[src/rtl/send_arb_pkg.sv]
// Shared types and limits for the send_arbiter four-phase handshake arbiter.
package send_arb_pkg;

  localparam int N_REQ_MAX = 8;
  localparam int IDX_W     = $clog2(N_REQ_MAX);

  typedef enum logic [1:0] {
    IDLE = 2'd0,
    REQ  = 2'd1,
    ACKH = 2'd2,
    RTZ  = 2'd3
  } arb_state_e;

endpackage

[src/rtl/send_arbiter_sync2.sv]
// sync2: two-flop synchronizer, async active-low reset to zero.
module sync2 #(
  parameter int W = 1
) (
  input  logic         clk,
  input  logic         rst_n,
  input  logic [W-1:0] d,
  output logic [W-1:0] q
);

  logic [W-1:0] meta_r;
  logic [W-1:0] sync_r;

  // Two-stage capture of the asynchronous input
  always_ff @(posedge clk or negedge rst_n) begin
    if (!rst_n) begin
      meta_r <= {W{1'b0}};
      sync_r <= {W{1'b0}};
    end else begin
      meta_r <= d;
      sync_r <= meta_r;
    end
  end

  assign q = sync_r;

endmodule

[src/rtl/send_arbiter.sv]
// send_arbiter: round-robin arbiter of N_REQ four-phase senders onto one shared stage.
// Optional input synchronizers are enabled with `define SEND_ARBITER_SYNC_EN.
module send_arbiter
  import send_arb_pkg::*;
#(
  parameter int N_REQ = 4
) (
  input  logic             CLK,
  input  logic             MR_N,
  input  logic [N_REQ-1:0] Send_in,
  output logic [N_REQ-1:0] Ack_out,
  output logic             Send_out,
  input  logic             Ack_in,
  output logic [N_REQ-1:0] Grant,
  output logic             CP,
  output logic             Busy,
  output logic             Err
);

  logic [N_REQ-1:0]     send_s;
  logic                 ack_s;
  logic [N_REQ_MAX-1:0] send_pad_s;
  logic [IDX_W-1:0]     pick_s;

  arb_state_e           state_r, state_s;
  logic [N_REQ-1:0]     grant_r, grant_s;
  logic [N_REQ-1:0]     ack_out_r, ack_out_s;
  logic [IDX_W-1:0]     gidx_r, gidx_s;
  logic [IDX_W-1:0]     last_r, last_s;
  logic                 send_out_r, send_out_s;
  logic                 cp_r, cp_s;
  logic                 busy_r, busy_s;
  logic                 err_r, err_s;

`ifdef SEND_ARBITER_SYNC_EN
  sync2 #(.W(N_REQ)) u_sync_send (.clk(CLK), .rst_n(MR_N), .d(Send_in), .q(send_s));
  sync2 #(.W(1))     u_sync_ack  (.clk(CLK), .rst_n(MR_N), .d(Ack_in),  .q(ack_s));
`else
  assign send_s = Send_in;
  assign ack_s  = Ack_in;
`endif

  // First requester found searching upward from last+1, wrapping at N_REQ
  function automatic logic [IDX_W-1:0] rr_pick(input logic [N_REQ-1:0] req,
                                               input logic [IDX_W-1:0] last);
    logic [N_REQ_MAX-1:0] req_pad;
    logic [IDX_W-1:0]     pick;
    int                   idx;
    req_pad = N_REQ_MAX'(req);
    pick    = last;
    for (int k = N_REQ; k >= 1; k--) begin
      idx = (int'(last) + k) % N_REQ;
      if (req_pad[IDX_W'(idx)]) pick = IDX_W'(idx);
    end
    return pick;
  endfunction

  function automatic logic [N_REQ-1:0] to_onehot(input logic [IDX_W-1:0] idx);
    logic [N_REQ-1:0] oh;
    oh = {N_REQ{1'b0}};
    for (int i = 0; i < N_REQ; i++) oh[i] = (IDX_W'(i) == idx);
    return oh;
  endfunction

  assign send_pad_s = N_REQ_MAX'(send_s);

  // Next-state and next-output decode
  always_comb begin
    state_s    = state_r;
    grant_s    = grant_r;
    gidx_s     = gidx_r;
    last_s     = last_r;
    send_out_s = send_out_r;
    ack_out_s  = ack_out_r;
    cp_s       = 1'b0;
    err_s      = err_r;
    pick_s     = rr_pick(send_s, last_r);
    case (state_r)
      IDLE: begin
        // A stray stage acknowledge is flagged and holds off granting until it clears
        if (ack_s) begin
          err_s = 1'b1;
        end else if (|send_s) begin
          gidx_s     = pick_s;
          grant_s    = to_onehot(pick_s);
          send_out_s = 1'b1;
          state_s    = REQ;
        end else begin
          state_s = IDLE;
        end
      end
      REQ: begin
        if (!send_pad_s[gidx_r]) begin
          err_s = 1'b1;
        end else if (ack_s) begin
          ack_out_s = grant_r;
          cp_s      = 1'b1;
          state_s   = ACKH;
        end else begin
          state_s = REQ;
        end
      end
      ACKH: begin
        if (!send_pad_s[gidx_r]) begin
          ack_out_s  = {N_REQ{1'b0}};
          send_out_s = 1'b0;
          state_s    = RTZ;
        end else begin
          state_s = ACKH;
        end
      end
      RTZ: begin
        if (!ack_s) begin
          grant_s = {N_REQ{1'b0}};
          last_s  = gidx_r;
          state_s = IDLE;
        end else begin
          state_s = RTZ;
        end
      end
      default: begin
        state_s    = IDLE;
        grant_s    = {N_REQ{1'b0}};
        ack_out_s  = {N_REQ{1'b0}};
        send_out_s = 1'b0;
      end
    endcase
    busy_s = (state_s != IDLE);
  end

  // State, round-robin pointer and registered outputs
  always_ff @(posedge CLK or negedge MR_N) begin
    if (!MR_N) begin
      state_r    <= IDLE;
      grant_r    <= {N_REQ{1'b0}};
      ack_out_r  <= {N_REQ{1'b0}};
      gidx_r     <= {IDX_W{1'b0}};
      last_r     <= IDX_W'(N_REQ - 1);
      send_out_r <= 1'b0;
      cp_r       <= 1'b0;
      busy_r     <= 1'b0;
      err_r      <= 1'b0;
    end else begin
      state_r    <= state_s;
      grant_r    <= grant_s;
      ack_out_r  <= ack_out_s;
      gidx_r     <= gidx_s;
      last_r     <= last_s;
      send_out_r <= send_out_s;
      cp_r       <= cp_s;
      busy_r     <= busy_s;
      err_r      <= err_s;
    end
  end

  assign Grant    = grant_r;
  assign Ack_out  = ack_out_r;
  assign Send_out = send_out_r;
  assign CP       = cp_r;
  assign Busy     = busy_r;
  assign Err      = err_r;

endmodule

[config.mk]
export PLATFORM = sky130hd
export DESIGN_NAME = send_arbiter
export DESIGN_NICKNAME = d
export VERILOG_FILES = /design/src/rtl/send_arb_pkg.sv /design/src/rtl/send_arbiter_sync2.sv /design/src/rtl/send_arbiter.sv
export SDC_FILE = /design/constraint.sdc
export NUM_CORES = 1
export LEC_CHECK = 0
export CORE_MARGIN = 5
export CORE_UTILIZATION = 53
export DETAILED_ROUTE_END_ITERATION = 8
export PLACE_DENSITY_LB_ADDON = 0.1
export SLEW_MARGIN = 20
export SYNTH_ARGS = -nofsm -noshare
export SYNTH_HDL_FRONTEND = slang
export SYNTH_HIERARCHICAL = 1
export SYNTH_SLANG_ARGS = --single-unit
export TNS_END_PERCENT = 20
[constraint.sdc]
create_clock -name CLK -period 3.9 [get_ports CLK]
set_input_delay 0.78 -clock CLK [delete_from_list [all_inputs] [get_ports CLK]]
set_output_delay 0.78 -clock CLK [all_outputs]
set_load 0.02 [all_outputs]
==> reports/metrics.cfg <==
[status]
outcome=finished clean

[power]
switching_power_uw=326
power_frac_seq_pct=43.5
pwr-share-clk_pct=12.0
intPower_uw=491
swShare_pct=39.9
p_leak_uw=0.000510
combPwrFrac_pct=44.5
powerDensity_nw_per_um2=704
peakVddDrop_mv=0.352

[synth]
yosysUniqueCellTypes=32
avgSynthCellArea_um2=10.6
synthCells=89
netlist_area_um2=945
ys_warn_count=6
synth_area_leaders=dfrtp_1 (45%), mux2i_1 (6.4%), dfstp_2 (5.6%)
syn-num-nets=96
yosysTopAreaCell=dfrtp_1
ys_ff_latch=19
ys_seq_area_share_pct=50.6
yosysTopAreaCellShare_pct=45.0

[final_layout]
n_antenna_cell=0
fillers=143
final_nets=114
layout-drive-gt1-share_pct=14.2
layout.cells.non_filler=131
syn_to_final_growth_pct=22.9

[clock_tree]
cts_root_buf=clkbuf_4
clkSlewWorstSetupHoldPaths_ps=110
ctsResizeCount=0
cts_tree=yes
cts_hold_buf=0
ctsHtreeMaxLevel=1
clk_latency_ps=290
cts.sink_count=19
cts.path.max_buffers=2
cts_buffers=3
post_cts_buffers=0

[drt]
vias_per_cell=5.63
first_iter_violations=15
wl_mm=1.89
avgRoutedWirePerCell_um=14.4
vias=738
dr.pass1.iters=4
drc=0
drtAntennaViolNets=0

[worst_hold_path]
min_path_type=reg -> reg

[worst_setup_path]
path_class=in -> reg
critical_path.max_stage_delay_ps=580
crit_fanout=7
cp_slowest_cell=mux4_2
start_kind=primary input
cp.buffers_inverters=1
path_cells=clkdlybuf4s50_1 > mux4_2 > nand4_2 > mux2i_1 > o22ai_1
cp_data_required_time_ps=4060
setup.worst_path.end_class=flop
worstPathArrival_ps=2420
path_delay_family=multiplexers

[timing]
period_share_pct=57.9
period_minus_slack_ps=2260
setup_tns_ps=0
max_freq_ghz=0.443
final_max_slew_viol_count=0
finalSetupViolations=0
finClkSkew_ps=7.49
hold_ws_ps=482
maxSlewHeadroom_pct=46.4
rsz0062_at_grt=no
worstMarginPinSlew_ps=801
finalHoldViolations=0

[floorplan]
die_h_um=52.2
start_util_pct=55.3
row_count=15
core_um2=1710
ios=19
die_w_um=52.2
dieArea_um2=2730

[grt]
grt_pass1_wl_mm=3.34
grt_pass1_vias=727
grt-ovfl-total=0
grt_max_degree=20
antenna_found_initial=0
grtUsageTotal_pct=16.3

[place]
dp_cells=127
io_buffers=18
gp_congestion=0.778
hpwl_mm=1.42

[run]
maxCapViolCount=0

-- path summary, 6_finish.rpt --
kind	from	endpoint	slack, ps	cells past startpoint
max reg2reg	state_r[1]	Grant[2]	2180	3
max	Send_in[3]	Ack_out[3]	1640	5
max in group asynchronous	MR_N	gidx_r[1]	2460	1
min reg2reg	Err	Err	480	1
min in group asynchronous	MR_N	state_r[1]	940	1
min	Err	Err	480	1
-- layout by cell type, fill, tap and decap left out, drive strengths merged, types with 3 or more instances in the layout --
cell type,synthesis,final
clkdlybuf4s50,0,18
dfrtp,17,17
nand2,8,8
nor2,8,8
mux2i,6,6
inv,5,5
o22ai,4,4
o21ai,4,4
a21oi,4,4
o2bb2ai,3,3
clkbuf,2,3
-- synthesized netlist by cell type --
| cell type | n |
|---|---|
| nor3_1 | 1 |
| a21oi_2 | 1 |
| mux4_2 | 1 |
| o21ai_0 | 4 |
| a21o_1 | 2 |
| mux2_2 | 1 |
| inv_1 | 5 |
| clkbuf_1 | 2 |
| a31oi_1 | 2 |
| o21bai_1 | 1 |
| dfrtp_1 | 17 |
| o22ai_1 | 4 |
| o32a_1 | 1 |
| o31a_1 | 1 |
| buf_2 | 3 |
| dfstp_2 | 2 |
| or4_4 | 1 |
| nand2_1 | 8 |
| a31o_2 | 1 |
| a22o_1 | 2 |
| nor4_1 | 2 |
| nor3_4 | 1 |
| nand2b_1 | 2 |
| o2bb2ai_1 | 3 |
| mux2i_1 | 6 |
| nand4_2 | 1 |
| a21oi_1 | 3 |
| nor2_1 | 7 |
| nor2_2 | 1 |
| or3_1 | 1 |
| and2_4 | 1 |
| o32ai_1 | 1 |
-- metal layers --
metal  track usage (%)  vias up  share of wire [%]
li1                  -      359                  -
met4              3.83        0               0.64
met5                 0        -                  0
met3              3.13        2                5.3
met2              25.9       16                 48
met1              22.9      361                 47
-- metrics by stage --
step                      setup slack (ps)  instance area (um2)  power, uW  util (%)
after CTS                             1660                 1160        823      68.0
after floorplan                       2020                  945        598         -
final                                 1640                 1160        818      68.0
after detailed placement              1340                 1130        726      66.4
after global routing                  1570                 1160        878      68.0
after global placement                1400                 1130        717      66.4
-- registers in the layout, indices dropped and copies added, names as in the netlist --
name      cells
Busy          1
Grant         4
state_r       2
gidx_r        3
CP            1
Send_out      1
last_r        2
Err           1
Ack_out       4
-- power groups by stage --
stage,Clock [uW],Sequential [uW],Combinational [uW]
6_report,98.0,356,364
4_1_cts,101,355,367
5_1_grt,112,369,397
3_5_place_dp,0,360,366
3_3_place_gp,0,357,360
2_1_floorplan,0,352,245
-- layout make-up --
| type | instances | area, um2 | share of cell area (%) |
|---|---|---|---|
| clock buffers | 3 | 22.5 | 1.94 |
| clock inverters | 1 | 5.00 | 0.431 |
| inverters | 5 | 18.8 | 1.62 |
| multi-input cells | 60 | 425 | 36.6 |
| flip-flops and latches | 19 | 478 | 41.2 |
| well taps | 25 | 31.3 | 2.69 |
| repair buffers | 18 | 180 | 15.5 |
-- kinds of logic after synthesis --
kind of cell           count (synthesis)  synth area share [%]
AOI/OAI and AO/OA                     26                  19.5
buffers and inverters                 10                  4.37
DFF                                   19                  50.6
muxes                                  8                  9.93
and+or+nand+nor                       26                  15.6
(Power assumes the default switching activity.)
